===== src/rtl/pattern_detector_param_if.sv =====
// Bus bundle for pattern_detector_param: raw step/data/mode/pattern in, match flag,
// history fill count and match counter out.
interface pattern_detector_param_if #(
    parameter int N    = 6,
    parameter int CNTW = 8
);
    localparam int PW = $clog2(N + 1);

    logic            step;
    logic            x;
    logic            m;
    logic [N-1:0]    pattern;
    logic            z;
    logic [PW-1:0]   q;
    logic [CNTW-1:0] match_cnt;

    modport master (
        output step, x, m, pattern,
        input  z, q, match_cnt
    );

    modport slave (
        input  step, x, m, pattern,
        output z, q, match_cnt
    );
endinterface


===== src/rtl/pattern_detector_param.sv =====
// Debounced-step serial pattern detector with overlapping/non-overlapping modes.
// Optional saturating match counter enabled by macro SEQDET_MATCH_COUNT_EN.
module pattern_detector_param #(
    parameter int N    = 6,
    parameter int DBW  = 4,
    parameter int CNTW = 8
) (
    input  logic                   clk,
    input  logic                   reset,
    pattern_detector_param_if.slave bus
);
    localparam int PW = $clog2(N + 1);
    localparam logic [PW-1:0] QFULL = PW'(N);

    // DB_UNARMED holds the stable level low until the input has been seen low for a
    // full debounce window, so a step held through reset never produces a step.
    typedef enum logic [1:0] {
        DB_UNARMED,
        DB_LOW,
        DB_HIGH
    } db_state_t;

    db_state_t      db_state;
    db_state_t      db_next;
    logic [1:0]     sync;
    logic [DBW-1:0] db_cnt;
    logic [DBW-1:0] db_cnt_next;
    logic           db_target;
    logic           step_en;

    logic [N-1:0]   hist;
    logic [N-1:0]   hist_shift;
    logic [PW-1:0]  count;
    logic [PW-1:0]  count_inc;
    logic           match;
    logic           match_flag;

    always_ff @(posedge clk or posedge reset) begin
        if (reset) begin
            sync <= '0;
        end else begin
            sync <= {sync[0], bus.step};
        end
    end

    always_ff @(posedge clk or posedge reset) begin
        if (reset) begin
            db_state <= DB_UNARMED;
            db_cnt   <= '0;
        end else begin
            db_state <= db_next;
            db_cnt   <= db_cnt_next;
        end
    end

    always_comb begin
        db_next     = db_state;
        db_cnt_next = '0;
        step_en     = 1'b0;
        db_target   = (db_state == DB_LOW);
        if (sync[1] == db_target) begin
            if (db_cnt == '1) begin
                case (db_state)
                    DB_UNARMED: db_next = DB_LOW;
                    DB_LOW: begin
                        db_next = DB_HIGH;
                        step_en = 1'b1;
                    end
                    DB_HIGH:    db_next = DB_LOW;
                    default:    db_next = DB_UNARMED;
                endcase
            end else begin
                db_cnt_next = db_cnt + 1'b1;
            end
        end
    end

    always_comb begin
        hist_shift = {hist[N-2:0], bus.x};
        count_inc  = (count == QFULL) ? QFULL : count + 1'b1;
        match      = (hist_shift == bus.pattern) && (count_inc == QFULL);
    end

    always_ff @(posedge clk or posedge reset) begin
        if (reset) begin
            hist       <= '0;
            count      <= '0;
            match_flag <= 1'b0;
        end else if (step_en) begin
            hist       <= hist_shift;
            match_flag <= match;
            count      <= (match && !bus.m) ? '0 : count_inc;
        end
    end

`ifdef SEQDET_MATCH_COUNT_EN
    logic [CNTW-1:0] match_count;

    always_ff @(posedge clk or posedge reset) begin
        if (reset) begin
            match_count <= '0;
        end else if (step_en && match && (match_count != '1)) begin
            match_count <= match_count + 1'b1;
        end
    end

    assign bus.match_cnt = match_count;
`else
    assign bus.match_cnt = '0;
`endif

    assign bus.z = match_flag;
    assign bus.q = count;
endmodule


===== src/flat_wrapper.sv =====
// flat-port wrapper written by rule: the top's interface ports become plain ports
module pattern_detector_param_flat 
#(
    parameter int N    = 6,
    parameter int DBW  = 4,
    parameter int CNTW = 8
)
  (clk, reset, bus_step, bus_x, bus_m, bus_pattern, bus_z, bus_q, bus_match_cnt);
  pattern_detector_param_if #(.N(N), .CNTW(CNTW)) bus_i ();
  input  logic clk;
  input  logic reset;
  input wire logic [$bits(bus_i.step)-1:0] bus_step;
  input wire logic [$bits(bus_i.x)-1:0] bus_x;
  input wire logic [$bits(bus_i.m)-1:0] bus_m;
  input wire logic [$bits(bus_i.pattern)-1:0] bus_pattern;
  output wire logic [$bits(bus_i.z)-1:0] bus_z;
  output wire logic [$bits(bus_i.q)-1:0] bus_q;
  output wire logic [$bits(bus_i.match_cnt)-1:0] bus_match_cnt;
  assign bus_i.step = bus_step;
  assign bus_i.x = bus_x;
  assign bus_i.m = bus_m;
  assign bus_i.pattern = bus_pattern;
  assign bus_z = bus_i.z;
  assign bus_q = bus_i.q;
  assign bus_match_cnt = bus_i.match_cnt;
  pattern_detector_param #(.N(N), .DBW(DBW), .CNTW(CNTW)) u_core (.clk(clk), .reset(reset), .bus(bus_i));
endmodule

===== config.mk =====
export PLATFORM = sky130hd
export DESIGN_NAME = pattern_detector_param_flat
export DESIGN_NICKNAME = d
export VERILOG_FILES = /design/src/rtl/pattern_detector_param_if.sv /design/src/rtl/pattern_detector_param.sv /design/src/flat_wrapper.sv
export SDC_FILE = /design/constraint.sdc
export NUM_CORES = 1
export LEC_CHECK = 0
export BUFFER_PORTS_ARGS = -buffer_cell sky130_fd_sc_hd__buf_2
export CORE_AREA = 4 4 60 62
export CTS_CLUSTER_DIAMETER = 50
export DETAILED_ROUTE_END_ITERATION = 10
export DIE_AREA = 0 0 64 66
export GPL_TIMING_DRIVEN = 0
export HOLD_SLACK_MARGIN = 0.06
export PLACE_DENSITY_LB_ADDON = 0.3
export SLEW_MARGIN = 20
export SYNTH_ARGS = -nofsm -noshare
export SYNTH_HDL_FRONTEND = slang
export SYNTH_SLANG_ARGS = --single-unit

===== constraint.sdc =====
create_clock -name clk -period 4.66 [get_ports clk]
set_clock_uncertainty 0.05 [all_clocks]
set_input_delay 0.932 -clock clk [delete_from_list [all_inputs] [get_ports clk]]
set_output_delay 0.932 -clock clk [all_outputs]
set_load 0.02 [all_outputs]

==> summary.md <==
| Metric | Value |
|---|---|
| Status | complete, no violations |
| Die Ht | 66 um |
| Period Utilization, post-route | 0.4101 |
| Port Buffer Count | 14 |
| Worst Reg-to-Reg Cells | 5 |
| Main flop type after synthesis | dfrtp_1 |
| Post-Route WL | 1.577 mm |
| R2R Path End | u_core.bus.q[1] |
| Ant. Diodes | 0 |
| Number of routed nets with antenna violations | 0 |
| Largest net degree at the start of global routing | 18 |
| CP max stage cell | dfrtp_1 |
| Final TNS setup | 0 ps |
| Top cell type's share of synthesized area | 0.4775 |
| Post-Syn Area | 890.9 um^2 |
| CTS clk-pin slew, worst paths | 100 ps |
| RR Startpoint | u_core.bus.q[0] |
| Pleak | 0.5426 nW |
| DRC | 0 |
| First-pass GRT wire length | 2.835 mm |
| Via-to-Cell Ratio | 4.038 |
| Max cap viols | 0 |
| Yosys cell types | 29 |
| WP buf/inv | 1 |
| Layout cells sized above 1 | 0.2845 |
| Slew Limit Fails | 0 |
| CP Class | register to output port |
| Post-layout min period | 1911 ps |
| R2r setup slk | around 2800 ps |
| Pwr Density | between 200 and 250 mW/mm^2 |
| Die W | 64 um |
| Hold Vio Cnt, Final | 0 |
| Detail Placement HPWL | 1.265 mm |
| Setup crit start kind | register |
| Crit path capture | bus_q[2] |
| Routability cong. | 0.7109 |
| Row cnt | 20 |
| Fmax | about 520 MHz |
| Worst slew pin tran | 633.5 ps |
| Ports | 23 |
| Worst path depth | 1 |
| VDD IR-drop max | between 0.0001 and 0.00015 V |
| CP peak stage delay | 440 ps |
| Area added between synthesis and finish | 20.08% |
| Clock latency on the worst-skew pair | approximately 290 ps |
| Count of final setup violators | 0 |
| Area contributors post-synth | dfrtp_1, nand2_1, buf_4 |
| Drt pass-1 iters | 3 |
| Number of global-route vias before repair | 635 |
| Worst-path fanout max | 5 |
| Initial antenna violation count | 0 |
| CTS root buffer | clkbuf_4 |
| Hold Crit Class | register to register |
| Starting Density | 0.2942 |
| Crit. End Element | output port |
| Count of flip-flops with a built-in enable after synthesis | 0 |
| Iteration-0 DRC Markers | 9 |
| Core ar. | 0.003028 mm^2 |
| Commonest non-fill, non-tap cell in the layout | nand2_1 |
| Remaining Overflow, GRT | 0 |
| Nets | 131 |
| Required @ worst endpoint | approximately 3700 ps |
| WL/cell | 9.856 um |
| Kind of cell adding the most delay to the critical path | flip-flops |
| H-tree levels | 1 |
| Most frequent cells in the layout | nand2_1, dfrtp_1, buf_2 |
| Seq cells post-synth | 17 |
| Syn_area_per_cell | 9.790 um^2 |
| Yosys warnings | 0 |
| Setup Fix Bufs, Post-CTS | 0 |
| Crit path cell chain | buf_2 |
| CTS Buf Count | 3 |
| Fin util | 0.3533 |
| Die Area | 0.004224 mm^2 |
| Total Routing Usage GR | 0.08551 |
| Max-slew headroom | 0.5772 |
| Arr. time, crit path | 930 ps |
| Clock sinks | 17 |
| Area leader, netlist | dfrtp_1 |
| Post-synthesis sequential area ratio | 0.4775 |
| TritonCTS clock tree | built |
| Post-synth ARST share | 1.000 |
| Vias after detailed routing | 646 |
| Clock Tree Buf Depth | 2 |
| RSZ-0062 raised after global routing | false |
| Synth Instances | 91 |
| # hold bufs at CTS | 0 |
| Worst setup startpoint | u_core.bus.q[2] |
| Post-CTS Resized | 0 |
worst min path at each step:
stage / from / end / slack (ps) / cells past startpoint
floorplan: u_core.sync[0] / u_core.sync[1] / 280 / 0
global placement: u_core.sync[0] / u_core.sync[1] / 280 / 0
detailed placement: u_core.sync[0] / u_core.sync[1] / 290 / 0
CTS: u_core.sync[0] / u_core.sync[1] / 310 / 0
global route: u_core.sync[0] / u_core.sync[1] / 330 / 0
finish: u_core.sync[0] / u_core.sync[1] / 310 / 0
cell type report:
| cell class | instances | area (um^2) |
|---|---|---|
| sequential | 17 | 425.4 |
| inverter | 4 | 15.01 |
| clock inverter | 1 | 5.005 |
| multi-input combinational | 68 | 411.6 |
| clock buffer | 3 | 22.52 |
| buffer | 9 | 65.06 |
| fill | 318 | 1958 |
| tap | 44 | 55.05 |
| timing repair buffer | 14 | 70.07 |
power breakdown:
part	leakage (nW)	internal [W]	total [W]	switching (W)
combinational	0.310	0.0000127	0.0000289	0.0000162
clock	0.0177	0.0000319	0.0000768	0.0000449
sequential	0.215	0.000150	0.000154	0.00000308
per-layer routing:
layer / vias to the layer above / part of all wire / track usage
met3: 0 / 0.066 / 0.03571
met5: - / 0 / 0
met1: 301 / 0.43 / 0.1017
met4: 0 / 0 / 0.01617
li1: 331 / - / -
met2: 14 / 0.50 / 0.1445
cells in the mapped netlist (all sizes together), types with 2 or more instances:
master,count
nand2,19
nand3,2
nor3,2
xor2,4
nor2,6
inv,4
and3,2
dfrtp,17
o21ai,2
a21oi,6
ha,3
buf,9
xnor2,5
logic make-up (layout without fill, tap and decap cells):
| logic type | after synthesis | in the layout | synth area share |
|---|---|---|---|
| other | 1 | 8 | 0.004209 |
| AO/OA/AOI/OAI | 10 | 10 | 0.06741 |
| buffers and inverters | 13 | 31 | 0.08988 |
| XOR/XNOR | 9 | 9 | 0.08848 |
| adder cells (fa/ha/maj) | 3 | 3 | 0.04214 |
| flip-flops | 17 | 17 | 0.4775 |
| AND/OR/NAND/NOR | 38 | 38 | 0.2304 |
flip-flops by register name, indices dropped and copies added (netlist names):
register	cells
u_core.sync	2
u_core.hist	5
u_core.bus.q	3
u_core.db_state	2
u_core.bus.z	1
u_core.db_cnt	4
through the flow:
| stage | cells | worst slack [ps] | instance area [um^2] | hold slack (ps) | total power (W) |
|---|---|---|---|---|---|
| floorplan | 98 | 2645 | 917.1 | 281.2 | 0.0001774 |
| global placement | 156 | 2471 | 1042 | 283.8 | 0.0001845 |
| detailed placement | 156 | 2458 | 1042 | 291.3 | 0.0001854 |
| CTS | 160 | 2723 | 1070 | 313.2 | 0.0002653 |
| global route | 160 | 2682 | 1070 | 327.7 | 0.0002772 |
| finish | 160 | 2749 | 1070 | 309.2 | 0.0002592 |
No activity file was read; power rests on OpenSTA's default activity.
